## config.mk

```make
export PLATFORM = sky130hd
export DESIGN_NAME = decode_stage_pipe
export DESIGN_NICKNAME = d
export VERILOG_FILES = /design/src/rtl/decode_stage_pipe.sv
export SDC_FILE = /design/constraint.sdc
export NUM_CORES = 2
export LEC_CHECK = 0
export ABC_AREA = 1
export CAP_MARGIN = 20
export CORE_MARGIN = 2
export CORE_UTILIZATION = 45
export CTS_CLUSTER_SIZE = 28
export DETAILED_ROUTE_END_ITERATION = 10
export GPL_ROUTABILITY_DRIVEN = 1
export GPL_TIMING_DRIVEN = 0
export PLACE_DENSITY = 0.66
export REMOVE_ABC_BUFFERS = 1
export SLEW_MARGIN = 20
export SYNTH_ARGS = -nofsm -noshare
export SYNTH_HDL_FRONTEND = slang
export SYNTH_SLANG_ARGS = --single-unit
```

## constraint.sdc

```tcl
create_clock -name clk -period 9.7 [get_ports clk]
set_clock_uncertainty 0.15 [all_clocks]
set_input_delay 2.91 -clock clk [delete_from_list [all_inputs] [get_ports clk]]
set_output_delay 2.91 -clock clk [all_outputs]
set_load 0.1 [all_outputs]
```

## src/rtl/decode_stage_pipe.sv

```systemverilog
// MIPS-subset decode stage: register file with write-through bypass, control
// decode, sign extension, load-use hazard detection and the ID/EX register.
module decode_stage_pipe #(
  parameter int DATA_W = 32,
  parameter int NREG   = 32,
  parameter int AW     = $clog2(NREG)
) (
  input  logic              clk,
  input  logic              rst,
  input  logic              if_valid,
  input  logic [31:0]       if_instr,
  output logic              id_ready,
  input  logic              flush,
  input  logic              ex_ready,
  input  logic              wb_en,
  input  logic [AW-1:0]     wb_addr,
  input  logic [DATA_W-1:0] wb_data,
  output logic              ex_valid,
  output logic [DATA_W-1:0] ex_rs_data,
  output logic [DATA_W-1:0] ex_rt_data,
  output logic [DATA_W-1:0] ex_imm,
  output logic [AW-1:0]     ex_rs,
  output logic [AW-1:0]     ex_rt,
  output logic [AW-1:0]     ex_dest,
  output logic              ex_reg_write,
  output logic              ex_mem_read,
  output logic              ex_mem_write,
  output logic              ex_mem_to_reg,
  output logic              ex_alu_src,
  output logic              ex_branch,
  output logic [2:0]        ex_alu_op,
  output logic              ex_illegal
);

  logic [DATA_W-1:0] r_regs [NREG];

  logic [5:0]        w_op;
  logic [5:0]        w_funct;
  logic [AW-1:0]     w_rs;
  logic [AW-1:0]     w_rt;
  logic [AW-1:0]     w_rd;
  logic [AW-1:0]     w_dest;
  logic [DATA_W-1:0] w_rs_data;
  logic [DATA_W-1:0] w_rt_data;
  logic [DATA_W-1:0] w_imm;
  logic              w_reg_write;
  logic              w_mem_read;
  logic              w_mem_write;
  logic              w_mem_to_reg;
  logic              w_alu_src;
  logic              w_branch;
  logic              w_illegal;
  logic [2:0]        w_alu_op;
  logic              w_adv;
  logic              w_hazard;
  logic              w_clear;

  assign w_op    = if_instr[31:26];
  assign w_funct = if_instr[5:0];
  assign w_rs    = if_instr[21 +: AW];
  assign w_rt    = if_instr[16 +: AW];
  assign w_rd    = if_instr[11 +: AW];
  assign w_imm   = DATA_W'($signed(if_instr[15:0]));

  // A write landing this cycle is forwarded so decode never sees stale data.
  assign w_rs_data = (w_rs == {AW{1'b0}}) ? {DATA_W{1'b0}} :
                     (wb_en && (wb_addr == w_rs)) ? wb_data : r_regs[w_rs];
  assign w_rt_data = (w_rt == {AW{1'b0}}) ? {DATA_W{1'b0}} :
                     (wb_en && (wb_addr == w_rt)) ? wb_data : r_regs[w_rt];

  assign w_adv    = ex_ready || !ex_valid;
  assign w_hazard = ex_valid && ex_mem_read && (ex_dest != {AW{1'b0}}) &&
                    ((ex_dest == w_rs) || (ex_dest == w_rt)) && if_valid;
  assign id_ready = !rst && (flush || (w_adv && !w_hazard));
  assign w_clear  = rst || flush || (w_adv && w_hazard);

  // Control decode of the instruction currently offered by fetch.
  always_comb begin
    w_reg_write  = 1'b0;
    w_mem_read   = 1'b0;
    w_mem_write  = 1'b0;
    w_mem_to_reg = 1'b0;
    w_alu_src    = 1'b0;
    w_branch     = 1'b0;
    w_illegal    = 1'b0;
    w_alu_op     = 3'b000;
    w_dest       = w_rt;
    case (w_op)
      6'h00: begin
        w_dest = w_rd;
        case (w_funct)
          6'h20: begin w_alu_op = 3'b010; w_reg_write = 1'b1; end
          6'h22: begin w_alu_op = 3'b110; w_reg_write = 1'b1; end
          6'h24: begin w_alu_op = 3'b000; w_reg_write = 1'b1; end
          6'h25: begin w_alu_op = 3'b001; w_reg_write = 1'b1; end
          6'h2A: begin w_alu_op = 3'b111; w_reg_write = 1'b1; end
          default: w_illegal = 1'b1;
        endcase
      end
      6'h23: begin
        w_alu_op     = 3'b010;
        w_alu_src    = 1'b1;
        w_mem_read   = 1'b1;
        w_mem_to_reg = 1'b1;
        w_reg_write  = 1'b1;
      end
      6'h2B: begin
        w_alu_op    = 3'b010;
        w_alu_src   = 1'b1;
        w_mem_write = 1'b1;
      end
      6'h04: begin
        w_alu_op = 3'b110;
        w_branch = 1'b1;
      end
      6'h08: begin
        w_alu_op    = 3'b010;
        w_alu_src   = 1'b1;
        w_reg_write = 1'b1;
      end
      default: w_illegal = 1'b1;
    endcase
  end

  // Register file write port; runs independently of stall and flush.
  always_ff @(posedge clk) begin
    if (rst) begin
      for (int i = 0; i < NREG; i++) begin
        r_regs[i] <= {DATA_W{1'b0}};
      end
    end else if (wb_en && (wb_addr != {AW{1'b0}})) begin
      r_regs[wb_addr] <= wb_data;
    end
  end

  // ID/EX register: reset, flush and load-use bubbles all empty it.
  always_ff @(posedge clk) begin
    if (w_clear) begin
      ex_valid      <= 1'b0;
      ex_rs_data    <= {DATA_W{1'b0}};
      ex_rt_data    <= {DATA_W{1'b0}};
      ex_imm        <= {DATA_W{1'b0}};
      ex_rs         <= {AW{1'b0}};
      ex_rt         <= {AW{1'b0}};
      ex_dest       <= {AW{1'b0}};
      ex_reg_write  <= 1'b0;
      ex_mem_read   <= 1'b0;
      ex_mem_write  <= 1'b0;
      ex_mem_to_reg <= 1'b0;
      ex_alu_src    <= 1'b0;
      ex_branch     <= 1'b0;
      ex_alu_op     <= 3'b000;
      ex_illegal    <= 1'b0;
    end else if (w_adv) begin
      ex_valid      <= if_valid;
      ex_rs_data    <= w_rs_data;
      ex_rt_data    <= w_rt_data;
      ex_imm        <= w_imm;
      ex_rs         <= w_rs;
      ex_rt         <= w_rt;
      ex_dest       <= w_dest;
      ex_reg_write  <= w_reg_write  && if_valid;
      ex_mem_read   <= w_mem_read   && if_valid;
      ex_mem_write  <= w_mem_write  && if_valid;
      ex_mem_to_reg <= w_mem_to_reg && if_valid;
      ex_alu_src    <= w_alu_src    && if_valid;
      ex_branch     <= w_branch     && if_valid;
      ex_alu_op     <= if_valid ? w_alu_op : 3'b000;
      ex_illegal    <= w_illegal    && if_valid;
    end
  end

endmodule

```

---- Word level (Yosys, flattened, before mapping) ----
Memory sizes are Yosys's and may differ from the RTL's.
Cells that the tools add are included.
W data, S select, Z words.
word-level totals
  flip-flop bits (word level) ............. 105
  latch bits .............................. 0
  bits in writable memories ............... 1024
  bits in read-only memories .............. 0
  input port bits ......................... 75
  output and inout port bits .............. 123
  word-level logic and storage cells ...... 86
  memories ................................ 1
memory list
  name    words  width  read ports  clocked after Yosys merged registers in  wr ports  line  text
  r_regs  32     32     2           0                                        32        35    logic [DATA_W-1:0] r_regs [NREG];
cells by class
  $add $sub $neg .......................... 0
  $mul .................................... 0
  div/mod/pow operators ................... 0
  $lt $le $gt $ge ......................... 0
  equality and inequality tests ........... 13
  shifts and indexed selects .............. 0
  multiplexer cells ....................... 24
  bitwise gates (word level) .............. 0
  reduce and logical (&&, ||, !) cells .... 34
operators by type and width
  cell                  count
  $mux W32              5
  $eq A6 B6 Y1 const B  7
  $reduce_or A32 Y1     1
  $eq A5 B5 Y1          4
  $logic_and A1 B1 Y1   16
  $mux W1               12
  $pmux W3 S4           1
  $logic_not A5 Y1      2
  $mux W5               2
  $reduce_bool A5 Y1    2
  $pmux W3 S3           1
  $eq A6 B3 Y1 const B  1
  $eq A6 B4 Y1 const B  1
  $logic_not A6 Y1      1
  $logic_or A1 B1 Y1    5
  $reduce_or A5 Y1      1
  $pmux W1 S2           2
  $reduce_or A4 Y1      1
  $logic_not A1 Y1      3
  $mux W3               1
  $reduce_or A3 Y1      1
  $reduce_or A2 Y1      1

---- Logic depth before layout (Yosys ltp) ----
  depth after elaboration ................. 8
  mapped depth ............................ 14

---- Least setup slack after synthesis ----
OpenSTA, ideal clock, no wires.
  kind .................................... input to output
  from .................................... input if_instr[19]
  to ...................................... output id_ready
  arrival time ............................ 4.898 ns
  path slack .............................. 1.742 ns
  stages on the path ...................... 9
  buffers on the path ..................... 1
  path through ............................ buf_2 -> clkinv_1 -> nand2_1 -> a21oi_1 -> nand3_1 -> nand2_1 -> nand2_1 -> a21oi_1 -> nor2_1
between the ends
  cells in the longest elaborated chain, start to end .. 8
RTL lines
  what                 line  text
  start, declared      11    input logic [31:0] if_instr,
  $eq A5 B5 Y1         73    ((ex_dest == w_rs) || (ex_dest == w_rt)) && if_valid;
  $logic_or A1 B1 Y1   73
  $logic_and A1 B1 Y1  72    assign w_hazard = ex_valid && ex_mem_read && (ex_dest != {AW{1'b0}}) &&
  $logic_and A1 B1 Y1  73
  $logic_not A1 Y1     74    assign id_ready = !rst && (flush || (w_adv && !w_hazard));
  $logic_and A1 B1 Y1  74
  $logic_or A1 B1 Y1   74
  $logic_and A1 B1 Y1  74
  end, declared        12    output logic id_ready,
Every way passes these cells.

---- Worst setup path after layout ----
  from .................................... input if_instr[22]
  to ...................................... output id_ready
The elaborated chain is that of the path after synthesis.

==> impl_metrics.json <==
{
  "antenna_found_initial": 4,
  "drt_iter0_markers": 8479,
  "grt_pass1_vias": 55730,
  "largest_reg_flops": 1024,
  "setup_tns_ps": 0,
  "clock-sinks": 1129,
  "layout_common_cells": "nand2_1, nor2_1, nand3_1",
  "design_area_um2": 71690,
  "dieArea_um2": 143600,
  "post-place-cells": 10250,
  "hold_class": "reg2reg",
  "tightest_slew_ps": 1115,
  "rsz0062_at_grt": "no",
  "grt_remaining_overflow": 0,
  "cts_buffers": 121,
  "fmax_mhz": 106.1,
  "post-route-util": 0.5138,
  "final.period_utilization": 0.9720,
  "wl_mm": 238.5,
  "start_util": 0.4535,
  "cts_buffer_depth": 3,
  "cts-htree-levels": 3,
  "diodes": 0,
  "top_register": "r_regs",
  "path_clk_slew_ps": 60,
  "crit_path_start_kind": "input port",
  "relSlewSlack": 0.2508,
  "internal_power_mw": 8.647,
  "ctsHoldBuffers": 0,
  "cp-end-kind": "primary output",
  "crit_fanout": 70,
  "setup_violations": 0,
  "num_vias": 59930,
  "drt-vias-per-instance": 5.720,
  "nets": 8571,
  "cts_tree": "built",
  "max_cap_viol_count": 0,
  "power.leakage_nw": 32.00,
  "ir_drop_mv": 0.1548,
  "dpl.hpwl_mm": 133.3,
  "top_regs": "r_regs (1024), ex_rs_data (32), ex_rt_data (32)",
  "seq_area_frac_synth": 0.5191,
  "status": "complete, no violations",
  "fp.dieH_um": 379,
  "power.share.sequential": 0.464,
  "cts-root-buf": "clkbuf_16",
  "dpl_cell_area_um2": 67770,
  "mostFrequentLayoutCell": "nand2_1",
  "instances_no_fill": 10480,
  "syn-instance-count": 8716,
  "synthesis.area_um2": 63280,
  "worstPathArrival_ps": 6370,
  "ys_types": 26,
  "ant_nets": 0,
  "required_ps": 6640,
  "grt_usage": 0.3240,
  "io_pins": 198,
  "cts_resized": 0,
  "power_frac_comb": 0.158,
  "core_area_um2": 139500,
  "area_growth_pct": 13.29,
  "p_switching_mw": 3.567,
  "crit_type": "in2out",
  "core.rowCount": 137,
  "drive_gt1_frac": 0.04546,
  "yosys_warnings": 0,
  "io_buffers": 197,
  "period_needed_ps": 9429,
  "ys_ff_latch": 1129,
  "grt_pass1_wl_mm": 346.9,
  "firstDrtPassIters": 7,
  "hold_viol_final": 0,
  "swShare": 0.2921,
  "clk_latency_ps": 770,
  "post-cts-setup-buffers": 0,
  "syn_avg_cell_area_um2": 7.260,
  "slew_viol_final": 0,
  "die_w_um": 379,
  "holdWs_ps": 311.5,
  "drc": 0,
  "power_frac_clock": 0.379,
  "nFillCells": 12950,
  "power.density_nw_per_um2": 170.4,
  "grt_max_degree": 114,
  "routedWlPerCell_um": 22.77,
  "gp_congestion": 0.8849
}
==> power by group through the flow <==
stage | Combinational [mW] | Sequential [mW] | Clock, mW
after CTS | 1.86 | 5.66 | 4.61
final | 1.93 | 5.66 | 4.62
after global placement | 2.16 | 5.76 | 0
after global routing | 2.04 | 5.69 | 4.80
after floorplan | 0.884 | 5.93 | 0
after detailed placement | 1.85 | 5.76 | 0
==> layer usage <==
layer,wire length [um],vias to the layer above,global-route usage
li1,-,26890,-
met1,85760,27670,0.4123
met2,105300,4454,0.5072
met3,32390,915,0.07267
met4,15100,6,0.1879
met5,34,-,0
==> synth_stat cells <==
library cell | count | area (um^2)
buf_1 | 58 | 217.7
a22oi_1 | 2 | 15.01
inv_2 | 6 | 22.52
inv_1 | 699 | 2624
nor3_2 | 1 | 10.01
clkbuf_1 | 451 | 1693
clkinv_1 | 2 | 7.510
a221oi_1 | 1 | 8.760
buf_4 | 17 | 127.6
a32oi_1 | 1 | 8.760
xor2_1 | 5 | 43.79
nor2_1 | 1924 | 7222
o22ai_1 | 4 | 25.02
nand4_1 | 4 | 25.02
nor3_1 | 11 | 55.05
buf_2 | 143 | 715.7
conb_1 | 1 | 3.750
xnor2_1 | 2 | 17.52
o21ai_1 | 3 | 15.01
dfxtp_1 | 105 | 2102
nand3_1 | 1165 | 5831
nor3b_1 | 1 | 7.510
edfxtp_1 | 1024 | 30750
o21ai_0 | 8 | 40.04
a21oi_1 | 113 | 565.5
nand2_1 | 2965 | 11130
==> worst paths after layout <==
check,start,to,slack [ps],cells past startpoint
hold / removal,ex_rs[2],ex_rs[2],310,2
hold reg to reg,ex_rs[2],ex_rs[2],310,2
setup reg to reg,ex_valid,ex_rs_data[31],6480,10
setup / recovery,if_instr[22],id_ready,270,11
==> area by class of cell <==
| class | count | area, um^2 | share of cell area |
|---|---|---|---|
| Clock buffer | 173 | 3465 | 0.04833 |
| Clock inverter | 55 | 426.7 | 0.005951 |
| Inverter | 707 | 2699 | 0.03765 |
| Multi-Input combinational cell | 6242 | 25580 | 0.3568 |
| Sequential cell | 1129 | 32850 | 0.4582 |
| Tap cell | 1876 | 2347 | 0.03274 |
| Timing Repair Buffer | 295 | 4324 | 0.06032 |
==> critical path, cell delays in order <==
cell	delay, ps
buf_8	510
buf_16	390
inv_8	380
nand2_1	170
a21oi_1	80
nand3_1	70
nand2_1	60
nand2_1	130
a21oi_1	100
nor2_1	120
clkdlybuf4s50_1	1150
==> cells by family (layout without fill, tap and decap cells) <==
kind of cell | after synthesis | in the layout | synth area share
and+or+nand+nor | 6071 | 6071 | 0.3837
buffers and inverters | 1376 | 1230 | 0.08545
other | 1 | 32 | 0.00005926
AOI/OAI and AO/OA | 132 | 132 | 0.01072
xor gates and xnor gates | 7 | 7 | 0.0009688
DFF | 1129 | 1129 | 0.5191
==> per-stage QoR <==
stage / worst slack [ps] / total power [mW]
3_5_place_dp: 495.6 / 7.616
3_3_place_gp: -54700 / 7.922
5_1_grt: 225.5 / 12.53
6_report: 271.1 / 12.21
2_1_floorplan: -4592 / 6.818
4_1_cts: 502.2 / 12.13
No activity file was read; power rests on OpenSTA's default activity.
